### src/rtl/vga_fb_arbiter_pkg.sv
// vga_fb_pkg: shared timing, framebuffer geometry and state encoding for the framebuffer arbiter
package vga_fb_pkg;
  localparam int H_VISIBLE = 640;
  localparam int V_VISIBLE = 480;
  localparam int H_WHOLE = 800;
  localparam int V_WHOLE = 525;
  localparam int FB_W = H_VISIBLE / 4;
  localparam int FB_H = V_VISIBLE / 4;
  localparam int FB_CELLS = FB_W * FB_H;
  localparam int AW = 15;
  localparam int DW = 4;
  typedef enum logic {IDLE = 1'b0, CLEAR = 1'b1} state_t;
  function automatic logic [AW-1:0] cell_addr(input logic [7:0] row, input logic [7:0] col);
    return (AW'(row) << 7) + (AW'(row) << 5) + AW'(col);
  endfunction
endpackage

### src/rtl/vga_fb_arbiter_if.sv
// vga_fb_arbiter_if: RAM bus and writer req/ack port of the framebuffer arbiter
interface vga_fb_arbiter_if;
  import vga_fb_pkg::*;
  logic [AW-1:0] mem_addr;
  logic mem_we;
  logic [DW-1:0] mem_wdata;
  logic [DW-1:0] mem_rdata;
  logic wr_req;
  logic [AW-1:0] wr_addr;
  logic [DW-1:0] wr_data;
  logic wr_ack;
  modport master(output mem_addr, mem_we, mem_wdata, wr_ack, input mem_rdata, wr_req, wr_addr, wr_data);
  modport slave(input mem_addr, mem_we, mem_wdata, wr_ack, output mem_rdata, wr_req, wr_addr, wr_data);
endinterface

### src/rtl/vga_fb_arbiter_addr_gen.sv
// vga_fb_addr_gen: decides fetch slots and the cell address one cell ahead of the beam
module vga_fb_addr_gen
  import vga_fb_pkg::*;
#(
  parameter int XBITS = 10,
  parameter int YBITS = 10
) (
  input  logic pix_tick,
  input  logic [XBITS-1:0] x,
  input  logic [YBITS-1:0] y,
  output logic fetch_en,
  output logic [AW-1:0] fetch_addr
);
  logic wrap;
  logic [YBITS-1:0] y_next;
  logic [7:0] row;
  logic [7:0] col;
  // next cell in the line, or column 0 of the following line at the end of blanking
  always_comb begin
    wrap = x == XBITS'(H_WHOLE - 2);
    fetch_en = pix_tick && (wrap || (x[1:0] == 2'd2 && x < XBITS'(H_VISIBLE - 2)));
    y_next = (y == YBITS'(V_WHOLE - 1)) ? '0 : y + 1'b1;
    row = wrap ? 8'(y_next >> 2) : 8'(y >> 2);
    col = wrap ? 8'd0 : 8'(x >> 2) + 8'd1;
    fetch_addr = (row >= 8'(FB_H)) ? '0 : cell_addr(row, col);
  end
endmodule

### src/rtl/vga_fb_arbiter.sv
// vga_fb_arbiter: shares the framebuffer RAM between scan-out prefetch, bulk clear and a writer port
module vga_fb_arbiter
  import vga_fb_pkg::*;
#(
  parameter int XBITS = 10,
  parameter int YBITS = 10
) (
  input  logic clock,
  input  logic reset,
  input  logic pix_tick,
  input  logic [XBITS-1:0] x,
  input  logic [YBITS-1:0] y,
  input  logic activevideo,
  vga_fb_arbiter_if.master bus,
  input  logic clr_start,
  input  logic [DW-1:0] clr_color,
  output logic clr_busy,
  output logic [DW-1:0] color_out
);
  state_t state, state_next;
  logic [AW-1:0] clr_cnt;
  logic [DW-1:0] clr_fill;
  logic fetch_en;
  logic [AW-1:0] fetch_addr;
  logic fetch_q;
  logic [DW-1:0] next_color;
  logic [DW-1:0] cur_color;
  logic load_cur;
  vga_fb_addr_gen #(.XBITS(XBITS), .YBITS(YBITS)) u_addr_gen (
    .pix_tick(pix_tick),
    .x(x),
    .y(y),
    .fetch_en(fetch_en),
    .fetch_addr(fetch_addr)
  );
  assign load_cur = pix_tick && (x[1:0] == 2'd3 || x == XBITS'(H_WHOLE - 1));
  assign clr_busy = state == CLEAR;
  assign color_out = activevideo ? cur_color : '0;
  // fetch owns the RAM when due; otherwise clear, otherwise the writer
  always_comb begin
    state_next = state;
    bus.mem_addr = fetch_addr;
    bus.mem_we = 1'b0;
    bus.mem_wdata = '0;
    bus.wr_ack = 1'b0;
    if (!reset && !fetch_en) begin
      if (state == CLEAR) begin
        bus.mem_addr = clr_cnt;
        bus.mem_we = 1'b1;
        bus.mem_wdata = clr_fill;
        if (clr_cnt == AW'(FB_CELLS - 1)) state_next = IDLE;
      end else if (bus.wr_req) begin
        bus.mem_addr = bus.wr_addr;
        bus.mem_we = bus.wr_addr < AW'(FB_CELLS);
        bus.mem_wdata = bus.wr_data;
        bus.wr_ack = 1'b1;
      end
    end
    if (!reset && state == IDLE && clr_start) state_next = CLEAR;
  end
  // state register
  always_ff @(posedge clock) state <= reset ? IDLE : state_next;
  // clear counter, fill colour latch and the two-stage pixel pipeline
  always_ff @(posedge clock) begin
    if (reset) begin
      clr_cnt <= '0;
      clr_fill <= '0;
      fetch_q <= 1'b0;
      next_color <= '0;
      cur_color <= '0;
    end else begin
      fetch_q <= fetch_en;
      if (state == IDLE && clr_start) begin
        clr_cnt <= '0;
        clr_fill <= clr_color;
      end else if (state == CLEAR && !fetch_en) clr_cnt <= clr_cnt + 1'b1;
      if (fetch_q) next_color <= bus.mem_rdata;
      if (load_cur) cur_color <= next_color;
    end
  end
endmodule

### src/flat_wrapper.sv
// flat-port wrapper written by rule: the top's interface ports become plain ports
module vga_fb_arbiter_flat import vga_fb_pkg::*;
#(
  parameter int XBITS = 10,
  parameter int YBITS = 10
)
  (clock, reset, pix_tick, x, y, activevideo, clr_start, clr_color, clr_busy, color_out, bus_mem_addr, bus_mem_we, bus_mem_wdata, bus_wr_ack, bus_mem_rdata, bus_wr_req, bus_wr_addr, bus_wr_data);
  vga_fb_arbiter_if bus_i ();
  input  logic clock;
  input  logic reset;
  input  logic pix_tick;
  input  logic [XBITS-1:0] x;
  input  logic [YBITS-1:0] y;
  input  logic activevideo;
  input  logic clr_start;
  input  logic [DW-1:0] clr_color;
  output logic clr_busy;
  output logic [DW-1:0] color_out;
  output wire logic [$bits(bus_i.mem_addr)-1:0] bus_mem_addr;
  output wire logic [$bits(bus_i.mem_we)-1:0] bus_mem_we;
  output wire logic [$bits(bus_i.mem_wdata)-1:0] bus_mem_wdata;
  output wire logic [$bits(bus_i.wr_ack)-1:0] bus_wr_ack;
  input wire logic [$bits(bus_i.mem_rdata)-1:0] bus_mem_rdata;
  input wire logic [$bits(bus_i.wr_req)-1:0] bus_wr_req;
  input wire logic [$bits(bus_i.wr_addr)-1:0] bus_wr_addr;
  input wire logic [$bits(bus_i.wr_data)-1:0] bus_wr_data;
  assign bus_mem_addr = bus_i.mem_addr;
  assign bus_mem_we = bus_i.mem_we;
  assign bus_mem_wdata = bus_i.mem_wdata;
  assign bus_wr_ack = bus_i.wr_ack;
  assign bus_i.mem_rdata = bus_mem_rdata;
  assign bus_i.wr_req = bus_wr_req;
  assign bus_i.wr_addr = bus_wr_addr;
  assign bus_i.wr_data = bus_wr_data;
  vga_fb_arbiter #(.XBITS(XBITS), .YBITS(YBITS)) u_core (.clock(clock), .reset(reset), .pix_tick(pix_tick), .x(x), .y(y), .activevideo(activevideo), .bus(bus_i), .clr_start(clr_start), .clr_color(clr_color), .clr_busy(clr_busy), .color_out(color_out));
endmodule
### config.mk
export PLATFORM = sky130hd
export DESIGN_NAME = vga_fb_arbiter_flat
export DESIGN_NICKNAME = d
export VERILOG_FILES = /design/src/rtl/vga_fb_arbiter_pkg.sv /design/src/rtl/vga_fb_arbiter_if.sv /design/src/rtl/vga_fb_arbiter_addr_gen.sv /design/src/rtl/vga_fb_arbiter.sv /design/src/flat_wrapper.sv
export SDC_FILE = /design/constraint.sdc
export NUM_CORES = 1
export LEC_CHECK = 0
export BUFFER_PORTS_ARGS = -buffer_cell sky130_fd_sc_hd__buf_4
export CORE_UTILIZATION = 35
export CTS_CLUSTER_SIZE = 8
export DETAILED_ROUTE_END_ITERATION = 16
export SETUP_SLACK_MARGIN = 0.2
export SLEW_MARGIN = 30
export SYNTH_ARGS = -nofsm -noshare
export SYNTH_HDL_FRONTEND = slang
export SYNTH_HIERARCHICAL = 1
export SYNTH_SLANG_ARGS = --single-unit
### constraint.sdc
create_clock -name clock -period 7.1 [get_ports clock]
set_input_delay 1.42 -clock clock [delete_from_list [all_inputs] [get_ports clock]]
set_output_delay 1.42 -clock clock [all_outputs]
set_load 0.02 [all_outputs]
==> impl_metrics.env, run 1 <==
export IMPL_grtUsageMet1_pct=24.6
export IMPL_root_buffer="clkbuf_8"
export IMPL_async_flop_share_pct=0
export IMPL_ant_nets=0
export IMPL_yosysUniqueCellTypes=53
export IMPL_startpoint_type="input port"
export IMPL_die_h_um=90.7
export IMPL_synth_edf_count=0
export IMPL_cts_max_level=2
export IMPL_synth_largest_area_cell="dfxtp_1"
export IMPL_clock_latency_ns=0.27
export IMPL_track_usage_pct=18.6
export IMPL_yosysWarnings=6
export IMPL_die_area_um2=8230
export IMPL_finalSetupViolCount=0
export IMPL_synth_fp_nets=432
export IMPL_synth_cells=360
export IMPL_rows=31
export IMPL_numCtsBuffers=5
export IMPL_critPathSlowestCell="or3_2"
export IMPL_place_congestion=0.903
export IMPL_worstPathCellList="buf_4 > or3b_4 > or3_2 > o21ai_1 > o31a_1 > fa_1 > fa_1 > nor2b_2 > o21a_1 > o21a_1 > o21ai_0 > a211oi_2 > nor2b_1 > a31oi_1 > o21ai_0 > buf_4"
export IMPL_worst_slack_ns=0.482
export IMPL_grt_busiest_layer="met2"
export IMPL_drive_above_1_share_pct=26.2
export IMPL_final_min_clock_period_ns=6.62
export IMPL_clock_sinks=29
export IMPL_wl_per_cell_um=14.9
export IMPL_endpoint_kind="primary output"
export IMPL_finalSetupTns_ns=0
export IMPL_utilization_pct=47.2
export IMPL_preCtsSetupSlack_ns=0.290
export IMPL_syn2layout_area_growth_pct=27.6
export IMPL_crit_type="input port to primary output"
export IMPL_via_per_inst=5.35
export IMPL_max_stage_delay_ns=0.51
export IMPL_hold_violations=0
export IMPL_drt_initial_drc_count=76
export IMPL_hpwl_mm=5.95
export IMPL_synth_seq_area_share_pct=21.1
export IMPL_ys_ff_latch=29
export IMPL_path_buf_inv=2
export IMPL_crit_fanout=4
export IMPL_vias=2838
export IMPL_hold_ws_ns=0.487
export IMPL_relSlewSlack_pct=38.5
export IMPL_slew_viol_final=0
export IMPL_gr_usage_met3_pct=2.86
export IMPL_core_um2=7450
export IMPL_cts_tree="built"
export IMPL_die_w_um=90.7
export IMPL_ys_flop_type="dfxtp_1"
export IMPL_io_buffers=78
export IMPL_irDropWorstVdd_mv=0.0754
export IMPL_path_clk_slew_ns=0.07
export IMPL_max_cap_violations=0
export IMPL_status="finished, final reports clean"
export IMPL_grt_pass1_vias=2690
export IMPL_syn_cell_area_um2=2750
export IMPL_num_io_pins=79
export IMPL_rsz0062_at_grt="true"
export IMPL_grt_remaining_overflow=0
export IMPL_fmax_mhz=151
export IMPL_routed_wirelength_mm=7.89
export IMPL_grt_pass1_wl_mm=12.6
export IMPL_powerDensity_nw_per_um2=141
export IMPL_post_route_period_util_pct=93.2
export IMPL_skew_ns=0.00849
export IMPL_grt_max_degree=35
export IMPL_syn_area_per_cell_um2=7.65
export IMPL_drt_pass1_iterations=4
export IMPL_nFillCells=776
export IMPL_use_met2_pct=31.4
export IMPL_synth_area_top_cells="dfxtp_1, ha_1, nor2_1"
export IMPL_antenna_cells=0
export IMPL_crit_required_ns=5.68
export IMPL_crit_family="simple AND/OR/NAND/NOR gates"
export IMPL_start_util_pct=37.0
export IMPL_worst_slew_pin_slew_ns=0.917
export IMPL_power_leakage_nw=1.43
export IMPL_worstHoldPathType="flip-flop to flip-flop"
export IMPL_worstPathArrival_ns=5.20
export IMPL_layout_nets=502
export IMPL_antenna_found_initial=0
export IMPL_synth_top_area_share_pct=21.1
export IMPL_route_detailed_drc=0
export IMPL_cts_buffer_depth=2
## metrics by stage
step	std cells	instance area, um^2	power, mW
CTS	527	3480	0.498
finish	530	3510	0.497
floorplan	360	2750	0.293
global route	530	3510	0.527
global placement	519	3390	0.366
detailed placement	519	3390	0.367
## synthesized netlist by cell type, types with 12 or more instances
master	count
xnor2_1	13
o21ai_0	26
a31oi_1	16
dfxtp_1	29
ha_1	17
mux2i_1	13
nor2_1	45
a22oi_1	19
nand2_1	12
a21oi_1	18
nor2b_1	22
clkbuf_1	14
## state kept, by name, indices dropped and copies added, names as in the netlist
register and count:
u_core/clr_busy 1, u_core/clr_cnt 15, u_core/clr_fill 4, u_core/cur_color 4
u_core/fetch_q 1, u_core/next_color 4
## tightest hold or removal path, stage by stage (launching register included)
cell and delay [ns]:
dfxtp_1 0.32, mux2i_1 0.06, nor2_1 0.07
## cell type report
type,instances,area (um^2),area share [%]
Timing Repair Buffer,83,623,17.7
Multi-Input combinational cell,300,2060,58.6
Inverter,11,41.3,1.17
Clock inverter,3,17.5,0.498
Clock buffer,5,68.8,1.96
Sequential cell,29,581,16.5
Tap cell,99,124,3.52
## report_power, final
part	internal (mW)	switching (mW)	leakage, nW	total, mW
Combinational	0.0892	0.109	1.16	0.199
Clock	0.0675	0.0634	0.0439	0.131
Sequential	0.166	0.00222	0.235	0.168
Total	0.322	0.175	1.43	0.497
## cells by family (layout without fill, tap and decap cells)
| logic type | after synthesis | in the layout | synth area share, % |
|---|---|---|---|
| flops | 29 | 29 | 21.1 |
| mux | 14 | 14 | 5.13 |
| simple gates | 151 | 151 | 31.6 |
| compound gates | 94 | 94 | 21.3 |
| xor+xnor | 22 | 22 | 7.00 |
| buf+inv | 31 | 102 | 4.72 |
| fa+ha+maj | 19 | 19 | 9.18 |
## placed cells by master (no fill, tap or decap), types with 3 or more instances in the layout
master,instances
xnor2_1,13
ha_1,17
nand3_1,9
nand2_1,12
nor2_1,45
o21ai_0,25
nor3_2,3
mux2i_1,13
o31ai_1,3
inv_1,11
buf_4,83
a31oi_1,16
dfxtp_1,29
nand4b_1,3
clkbuf_8,5
and3_1,3
nor4_1,7
xor2_1,9
and2b_2,4
nor2b_1,21
a22oi_1,19
a21oi_1,16
nor3_1,8
and2_1,7
o21a_1,4
nand4_1,5
## path summary, 6_finish.rpt
path	start	cells past startpoint	to	slack [ns]
max	x[6]	16	bus_mem_addr[12]	0.48
min reg2reg	u_core/cur_color[0]	2	u_core/cur_color[0]	0.49
min	u_core/cur_color[0]	2	u_core/cur_color[0]	0.49
max reg2reg	u_core/clr_cnt[0]	5	u_core/clr_cnt[14]	5.29
## what timing repair did
item	in CTS	in global routing
hold buffers	0	0
endpoints found under the setup margin	0	4
endpoints found under the hold margin	0	0
gates resized for setup	0	5
buffers inserted	0	3
## routing by layer
layer	vias up	wire [um]
li1	1444	-
met1	1335	3800
met2	53	3740
met3	6	278
met4	0	80
met5	-	0
Power figures use the tool's default switching activity.
==> inputs of run 2 (changes only) <==
CORE_ASPECT_RATIO = 1.5   (was default)
clock period = 6.9 ns   (was 7.1 ns; I/O delays follow)
==> impl_metrics.env, run 2 (synthesis gave the netlist of run 1 again) <==
export IMPL_status="finished, final reports clean"
export IMPL_hold_ws_ns=0.492
export IMPL_grt_max_degree=35
export IMPL_final_min_clock_period_ns=6.44
export IMPL_seq_area_um2=582
export IMPL_antenna_cells=0
export IMPL_path_clk_slew_ns=0.05
export IMPL_top_register="u_core/clr_cnt"
export IMPL_cts_max_level=2
export IMPL_rows=39
export IMPL_syn2layout_area_growth_pct=30.6
export IMPL_die_h_um=111
export IMPL_num_io_pins=79
export IMPL_crit_top_cell="buf_4"
export IMPL_worst_slew_pin_slew_ns=0.862
export IMPL_grt_pass1_vias=2807
export IMPL_path_buf_inv=3
export IMPL_via_per_inst=5.49
export IMPL_cts_buffer_depth=2
export IMPL_numCtsBuffers=5
export IMPL_io_buffers=78
export IMPL_finalSetupViolCount=0
export IMPL_hpwl_mm=6.08
export IMPL_slew_viol_final=0
export IMPL_crit_fanout=4
export IMPL_worstHoldPathType="flip-flop to flip-flop"
export IMPL_cts_tree="built"
export IMPL_drt_pass1_iterations=4
export IMPL_start_util_pct=36.2
export IMPL_place_congestion=0.820
export IMPL_critPathSlowestCell="fa_1"
export IMPL_hold_violations=0
export IMPL_route_detailed_drc=0
export IMPL_startpoint_type="input port"
export IMPL_crit_family="compound AO/OA/AOI/OAI gates"
export IMPL_worstPathCellList="buf_4 > ha_1 > nand4b_1 > buf_4 > or3_4 > o21ai_2 > o31a_1 > fa_1 > fa_1 > nor2b_2 > o21a_1 > o21a_1 > o21ai_0 > a211oi_2 > nor2b_1 > a31oi_1 > o21ai_0 > buf_4"
export IMPL_vias=2927
export IMPL_track_usage_pct=19.2
export IMPL_power_leakage_nw=1.47
export IMPL_ant_nets=0
export IMPL_drt_initial_drc_count=104
export IMPL_die_area_um2=8230
export IMPL_crit_type="input port to primary output"
export IMPL_layout_nets=502
export IMPL_crit_required_ns=5.52
export IMPL_powerDensity_nw_per_um2=163
export IMPL_drive_above_1_share_pct=26.7
export IMPL_clock_sinks=29
export IMPL_wl_per_cell_um=15.0
export IMPL_grt_remaining_overflow=0
export IMPL_irDropWorstVdd_mv=0.119
export IMPL_grt_pass1_wl_mm=12.6
export IMPL_nFillCells=800
export IMPL_antenna_found_initial=0
export IMPL_post_route_period_util_pct=93.4
export IMPL_rsz0062_at_grt="false"
export IMPL_fmax_mhz=155
export IMPL_max_cap_violations=0
export IMPL_skew_ns=0.00494
export IMPL_endpoint_kind="primary output"
export IMPL_finalSetupTns_ns=0
export IMPL_layout_common_cells="buf_4, nor2_1, dfxtp_1"
export IMPL_routed_wirelength_mm=7.98
export IMPL_core_um2=7610
export IMPL_clock_latency_ns=0.27
export IMPL_worstPathArrival_ns=5.06
export IMPL_max_stage_delay_ns=0.47
export IMPL_multi_input_area_um2=2080
export IMPL_largest_register_ffs=15
export IMPL_die_w_um=74.4
export IMPL_relSlewSlack_pct=42.2
export IMPL_layout_commonest_cell="buf_4"
export IMPL_root_buffer="clkbuf_16"
[run 2: timing repair]
| action | in CTS | in global routing |
|---|---|---|
| gates resized for setup | 1 | 9 |
| setup buffers | 0 | 3 |
| pin swaps | 0 | 4 |
| hold buffers | 0 | 0 |
| setup endpoints to repair | 1 | 4 |
[run 2: per-layer routing]
layer | wire [um] | global-route usage [%]
met5 | 0 | 0
met1 | 3330 | 23.2
met2 | 4210 | 33.6
met4 | 149 | 6.54
met3 | 291 | 2.37
[run 2: path summary, 6_finish.rpt]
path | startpoint | endpoint | slack [ns] | cells past startpoint
max | x[2] | bus_mem_addr[12] | 0.46 | 18
min | u_core/next_color[2] | u_core/cur_color[2] | 0.49 | 2
max reg2reg | u_core/clr_busy | u_core/clr_cnt[14] | 5.06 | 4
min reg2reg | u_core/next_color[2] | u_core/cur_color[2] | 0.49 | 2
[run 2: worst reg2reg max path: cells and delay by family (launching register included)]
family	cells	cell delay, ns
simple gates	3	0.98
flops	1	0.66
compound gates	1	0.14
[run 2: metrics by stage]
| stage | instance area [um^2] | setup slack [ns] | utilization [%] | total power [mW] | cells |
|---|---|---|---|---|---|
| finish | 3600 | 0.457 | 47.2 | 0.587 | 533 |
| global route | 3600 | 0.233 | 47.2 | 0.617 | 533 |
| CTS | 3540 | 0.263 | 46.5 | 0.587 | 530 |
| detailed placement | 3390 | 0.193 | 44.6 | 0.377 | 522 |
| global placement | 3390 | 0.325 | 44.6 | 0.376 | 522 |
| floorplan | 2750 | 0.492 | - | 0.301 | 360 |
[run 2: final cells by class]
cell class / instances / area share [%]
Sequential cell: 29 / 16.2
Multi-Input combinational cell: 300 / 57.8
Clock buffer: 5 / 3.48
Clock inverter: 3 / 0.487
Tap cell: 102 / 3.55
Inverter: 11 / 1.15
Timing Repair Buffer: 83 / 17.3
[run 2: power breakdown]
part | internal (mW) | total, mW | switching (mW)
sequential | 0.171 | 0.176 | 0.00533
clock | 0.132 | 0.208 | 0.0759
combinational | 0.0934 | 0.203 | 0.110
total | 0.396 | 0.587 | 0.191
